<file path="config.mk">
export PLATFORM = sky130hd
export DESIGN_NAME = reg_file_rd_streamer
export DESIGN_NICKNAME = d
export VERILOG_FILES = /design/src/rtl/hdc_stream_pkg.sv /design/src/rtl/reg_file_rd_streamer.sv
export SDC_FILE = /design/constraint.sdc
export NUM_CORES = 1
export LEC_CHECK = 0
export CORE_ASPECT_RATIO = 1.5
export CORE_MARGIN = 2
export CORE_UTILIZATION = 30
export DETAILED_ROUTE_END_ITERATION = 6
export PLACE_DENSITY = 0.71
export RECOVER_POWER = 100
export SLEW_MARGIN = 20
export SYNTH_ARGS = -nofsm -noshare
export SYNTH_HDL_FRONTEND = slang
export SYNTH_SLANG_ARGS = --single-unit
</file>
<file path="constraint.sdc">
create_clock -name clk_i -period 2.2 [get_ports clk_i]
set_input_delay 0.22 -clock clk_i [delete_from_list [all_inputs] [get_ports clk_i]]
set_output_delay 0.22 -clock clk_i [all_outputs]
set_load 0.01 [all_outputs]
</file>
<file path="src/rtl/hdc_stream_pkg.sv">
// Shared definitions for the HDC register-file streaming blocks.
package hdc_stream_pkg;

  typedef enum logic {
    IDLE = 1'b0,
    RUN  = 1'b1
  } stream_state_e;

  // Clamp a requested word count to the size of the register file.
  function automatic int unsigned sat_count(input int unsigned req, input int unsigned limit);
    return (req > limit) ? limit : req;
  endfunction

endpackage

</file>
<file path="src/rtl/reg_file_rd_streamer.sv">
// Walks a contiguous, wrapping range of register-file addresses and emits
// each word on a valid/ready stream, flagging the final word with last_o.
module reg_file_rd_streamer
  import hdc_stream_pkg::*;
#(
  parameter int unsigned DataWidth    = 32,
  parameter int unsigned NumRegs      = 32,
  parameter int unsigned NumRegsWidth = $clog2(NumRegs),
  parameter int unsigned CountWidth   = $clog2(NumRegs) + 1
) (
  input  logic                    clk_i,
  input  logic                    rst_ni,
  input  logic                    start_i,
  input  logic [NumRegsWidth-1:0] base_addr_i,
  input  logic [CountWidth-1:0]   num_words_i,
  input  logic                    abort_i,
  output logic                    busy_o,
  output logic                    done_o,
  output logic [NumRegsWidth-1:0] rf_rd_addr_o,
  input  logic [DataWidth-1:0]    rf_rd_data_i,
  output logic [DataWidth-1:0]    data_o,
  output logic                    valid_o,
  output logic                    last_o,
  input  logic                    ready_i
);

  stream_state_e           state_q, state_d;
  logic [NumRegsWidth-1:0] addr_q, addr_d, addr_cur;
  logic [CountWidth-1:0]   words_left_q, words_left_d, words_left_cur;
  logic [CountWidth-1:0]   eff_count;
  logic [DataWidth-1:0]    data_q, data_d;
  logic                    valid_q, valid_d;
  logic                    last_q, last_d;
  logic                    done_q, done_d;
  logic                    start_acc;
  logic                    abort_run;
  logic                    handshake;
  logic                    load;

  // Read address follows the command base while idle so the start cycle can
  // capture the first word directly.
  assign rf_rd_addr_o = (state_q == IDLE) ? base_addr_i : addr_q;

  assign busy_o  = (state_q == RUN);
  assign done_o  = done_q;
  assign data_o  = data_q;
  assign valid_o = valid_q;
  assign last_o  = last_q;

  // Next-state, address/count sequencing and output register stage.
  always_comb begin
    state_d      = state_q;
    addr_d       = addr_q;
    words_left_d = words_left_q;
    data_d       = data_q;
    valid_d      = valid_q;
    last_d       = last_q;
    done_d       = 1'b0;

    start_acc = (state_q == IDLE) && start_i;
    abort_run = (state_q == RUN) && abort_i;
    handshake = valid_q && ready_i;
    eff_count = CountWidth'(sat_count(32'(num_words_i), 32'(NumRegs)));

    // In the start cycle the command fields stand in for the registers.
    if (start_acc) begin
      words_left_cur = eff_count;
      addr_cur       = base_addr_i;
    end else begin
      words_left_cur = words_left_q;
      addr_cur       = addr_q;
    end

    load = (start_acc || (state_q == RUN)) && !abort_run &&
           (!valid_q || ready_i) && (words_left_cur != '0);

    if (abort_run) begin
      state_d      = IDLE;
      valid_d      = 1'b0;
      last_d       = 1'b0;
      words_left_d = '0;
    end else begin
      if (load) begin
        data_d       = rf_rd_data_i;
        valid_d      = 1'b1;
        last_d       = (words_left_cur == CountWidth'(1));
        addr_d       = addr_cur + NumRegsWidth'(1);
        words_left_d = words_left_cur - CountWidth'(1);
      end else if (handshake) begin
        valid_d = 1'b0;
        last_d  = 1'b0;
      end

      case (state_q)
        IDLE: begin
          if (start_acc) begin
            if (eff_count == '0) begin
              done_d = 1'b1;
            end else begin
              state_d = RUN;
            end
          end
        end
        RUN: begin
          if (handshake && last_q) begin
            state_d = IDLE;
            done_d  = 1'b1;
          end
        end
        default: state_d = IDLE;
      endcase
    end
  end

  // State and output registers with asynchronous active-low reset.
  always_ff @(posedge clk_i or negedge rst_ni) begin
    if (!rst_ni) begin
      state_q      <= IDLE;
      addr_q       <= '0;
      words_left_q <= '0;
      data_q       <= '0;
      valid_q      <= 1'b0;
      last_q       <= 1'b0;
      done_q       <= 1'b0;
    end else begin
      state_q      <= state_d;
      addr_q       <= addr_d;
      words_left_q <= words_left_d;
      data_q       <= data_d;
      valid_q      <= valid_d;
      last_q       <= last_d;
      done_q       <= done_d;
    end
  end

endmodule

</file>
# After elaboration in Yosys (flattened, before gate mapping)
# Index checks and enable logic that the tools add are counted.
# Widths: inputs -> output; s select.
# totals
ff_bits,47
ram_bits,0
in_bits,48
latch_bits,0
memories,0
mem_bits_ro,0
# op_classes
n_mul,0
bitwise_logic,2
order_cmp,1
addsub,2
n_reduce_logical,16
n_div,0
n_eq_ne,1
n_mux,21
n_shift,0
# op_table
op,n
$mux 6,4
$mux 1,13
$mux 5,2
$logic_and 1x1->1,7
$eq 6x1->1 const B,1
$gt 6x6->1 const B,1
$logic_not 6->1,1
$reduce_bool 6->1,1
$sub 6x1->6 const B,1
$add 5x1->5 const B,1
$pmux 1 s2,2
$reduce_bool 3->1,1
$logic_not 1->1,2
$logic_or 1x1->1,2
$not 1->1,2
$reduce_and 2->1,1
$reduce_bool 2->1,1

# Depth between registers and ports, before layout
# logic_depth
word_depth,8
mapped_depth,9

# Worst setup path before layout
# Ideal clock, no wire load.
# synth_timing
path_type,reg2reg
from,"register state_q, in the netlist busy_o"
to,"register data_q[22], in the netlist data_o[22]"
stages_incl_launch_ff,9
period_less_slack_ns,2.229
t_arrival_ns,2.104
path_slack_ns,-0.029
required_time_ns,2.075
setup_time_ns,0.125
path_cell_list,dfrtp_1 nor2b_1 buf_2 mux2_2 ha_1 a21o_4 buf_12 buf_12 mux2_4
# synth_via
elab_chain_cells,7
word_cells_on_any_way,12
classes_between,mux: 1; bitwise: 2; reduce/logical: 9
# synth_rtl
item,line,source
start: declaration,reg_file_rd_streamer.sv:27,"stream_state_e state_q, state_d;"
start signal: assignment,reg_file_rd_streamer.sv:126,state_q <= state_d;
branches (longest 6 deep; another with $mux 6),n/a,
$reduce_and 2->1 (no line) *,n/a,
end signal: assignment,reg_file_rd_streamer.sv:129,data_q <= data_d;
end: declaration,reg_file_rd_streamer.sv:31,"logic [DataWidth-1:0] data_q, data_d;"
# Every way passes the cells marked *.
# A chain may end at the register's enable or synchronous reset.

# Final worst setup path
# layout_timing
from,input port start_i
to,"register data_q[3], in the netlist data_o[3]"
# layout_via
elab_chain_cells,6
word_cells_on_any_way,8
classes_between,mux: 1; reduce/logical: 7
# layout_rtl
item,line,source
start: declaration,reg_file_rd_streamer.sv:13,"input logic start_i,"
$logic_and 1x1->1 *,reg_file_rd_streamer.sv:60,start_acc = (state_q == IDLE) && start_i;
branches (longest 3 deep; another with $mux 6),n/a,
$logic_and 1x1->1 *,reg_file_rd_streamer.sv:75,(!valid_q || ready_i) && (words_left_cur != '0);
$reduce_and 2->1 (no line) *,n/a,
# Marks and branches as above.

==> impl_metrics.json <==
{
  "hold_start": "data_o[19]",
  "synth_cell_types": 37,
  "wl_met2_um": 3200,
  "vias": 1829,
  "finalHoldViolations": 0,
  "initial_utilization_pct": 30.9,
  "ys_seq_area_share_pct": 49.9,
  "holdWs_ps": 485,
  "postSynthCellCount": 187,
  "finalWeightedCongestion": 0.822,
  "worstSetupPathType": "input pin to flop",
  "clock_path_buffers": 2,
  "pre_cts_ws_ps": -214,
  "reg2reg_setup_slack_ps": 100,
  "routedWlPerCell_um": 13.9,
  "n_antenna_cell": 0,
  "slowest_stage": "clkdlybuf4s50_1",
  "tns_ps": 0,
  "seq_area_sq_um": 1180,
  "mostFrequentLayoutCells": "dfrtp_1 (47), clkdlybuf4s50_1 (47), dlygate4sd3_1 (41), mux2_1 (31), buf_4 (16)",
  "clk_pin_slew_ps": 60,
  "fin_nets": 346,
  "wirelength_um": 5510,
  "r2r-end": "data_o[3]",
  "dpl_cell_area_sq_um": 3450,
  "overflow": 0,
  "cap_violations": 0,
  "max_freq_mhz": 471,
  "crit_chain": "clkdlybuf4s50_1 -> nor2b_1 -> mux2_2 -> ha_1 -> a21o_4 -> buf_12 -> mux2_1",
  "cts_made_buffers": 5,
  "design.core.area_sq_um": 7610,
  "cp_max_fo": 23,
  "fin_crit_sh_pct": 96.4,
  "ys_warn_count": 0,
  "max_stage_delay_ps": 530,
  "clock_latency_ps": 280,
  "worstPathArrival_ps": 2270,
  "async_flop_share_pct": 100,
  "grt_use_total_pct": 13.3,
  "ant_nets": 0,
  "area.growth.synth_to_final_pct": 49.8,
  "yosysTopAreaCell": "dfrtp_1",
  "drive_gt1_share_pct": 13.0,
  "setup_viol": 0,
  "ff2ff_path_depth": 7,
  "holdPathStages": 1,
  "fin_ws_ps": 78.5,
  "ctsHtreeMaxLevel": 2,
  "hp-class": "flop to flop",
  "power_mw": 4.25,
  "avgSynthCellArea_sq_um": 12.6,
  "ys_top_cells_by_area": "dfrtp_1 (50%), mux2_4 (11%), mux2_1 (7.2%)",
  "worst_pin_slew_ps": 1390,
  "timing.rr.start": "busy_o",
  "ir_worst_vdd_uv": 636,
  "cp-start-kind": "input pin",
  "cpLargestDelayFamily": "multiplexers",
  "nFillCells": 738,
  "hold_path_end": "data_o[19]",
  "dieHeight_um": 113,
  "maxSlewHeadroom_pct": 7.32,
  "synth_flop_cell": "dfrtp_1",
  "syn-num-nets": 239,
  "num_rows": 39,
  "crit_buf_inv": 2,
  "multi_input_area_sq_um": 1010,
  "cts.sinks": 47,
  "grt_pass1_wl_um": 9180,
  "cts_tree": "built",
  "drc": 0,
  "fin_skew_ps": 5.41,
  "die_area_sq_um": 8590,
  "maxSlewViolCount": 0,
  "power.leakage_nw": 1.50,
  "grt_pass1_vias": 1934,
  "grt_max_degree": 33,
  "grt_antenna_before_repair": 0,
  "status": "finished clean",
  "critPathRequiredTime_ps": 2350,
  "ys_ff_latch": 47,
  "endpoint_kind": "flop",
  "final_cell_area_sq_um": 3530,
  "top_layer": "met4",
  "via_per_inst": 4.63,
  "p_per_area_nw_per_um2": 1210,
  "drt-initial-drc-count": 100,
  "io_pins": 89,
  "drt-met1-wl_um": 1940,
  "synth-edff-count": 0,
  "min_period_ps": 2120,
  "portBuffers": 88,
  "synth.top_cell.area_share_pct": 49.9,
  "rsz0062_at_grt": "no",
  "drt_first_pass_iters": 4,
  "met3WireLength_um": 226,
  "clk_root_buffer_cell": "clkbuf_16",
  "synth_area_sq_um": 2350,
  "dp_hpwl_um": 4320,
  "die_w_um": 76.3
}
[layer usage]
layer / vias up / track usage (%)
met2: 48 / 25.5
met4: 0 / 5.82
met3: 10 / 2.49
li1: 882 / -
met1: 889 / 13.8
met5: - / 0
[per-stage QoR]
step,util (%),instances
floorplan,-,187
global placement,45.3,388
detailed placement,45.3,388
CTS,47.1,395
global route,46.3,395
finish,46.3,395
[power by group]
group	internal, mW	switching, mW
Combinational	1.16	0.877
Clock	0.409	0.286
Sequential	1.28	0.245
[layout make-up]
| class | instances | share of cell area, % |
|---|---|---|
| multi-input combinational | 127 | 28.6 |
| tap | 102 | 3.62 |
| inverter | 4 | 0.426 |
| timing repair buffer | 109 | 30.3 |
| sequential | 47 | 33.3 |
| clock buffer | 6 | 3.65 |
[Yosys cell counts, drive strengths merged (2+ instances only)]
master and instances:
a21oi 10, and4bb 2, buf 9, dfrtp 47
ha 4, inv 4, mux2 39, nand2 14
nand2b 6, nand3 14, nor2 2, nor3 5
nor4bb 2, o21ai 9, o22ai 4, xnor2 4
[kinds of logic after synthesis]
family | share of synthesized area (%)
AND/OR/NAND/NOR | 11.5
flip-flops | 49.9
multiplexers | 21.9
AO/OA/AOI/OAI | 7.76
buffers and inverters | 4.89
XOR/XNOR | 1.86
adder cells (fa/ha/maj) | 2.13
[sequential cells by signal (all words and copies together) (netlist names)]
| name | cells |
|---|---|
| words_left_q | 6 |
| data_o | 32 |
| done_o | 1 |
| addr_q | 5 |
| busy_o | 1 |
| valid_o | 1 |
| last_o | 1 |
[worst max path at each step]
stage               startpoint    endpoint  slack, ps  depth (start not counted)
floorplan               busy_o  data_o[22]          1                          8
finish                 start_i   data_o[3]         80                          7
global placement       start_i   data_o[9]       -170                          7
CTS                     busy_o  data_o[13]         40                          7
global route           start_i  data_o[16]          8                          7
detailed placement     start_i  data_o[13]       -210                          7
[timing repair]
item                                    in CTS  in global routing
endpoints found under the setup margin       0                 14
endpoints found under the hold margin       24                  0
buffers inserted                             0                  0
resized for setup                            0                  1
hold buffers                                 1                  0
No activity file was read; power rests on OpenSTA's default activity.
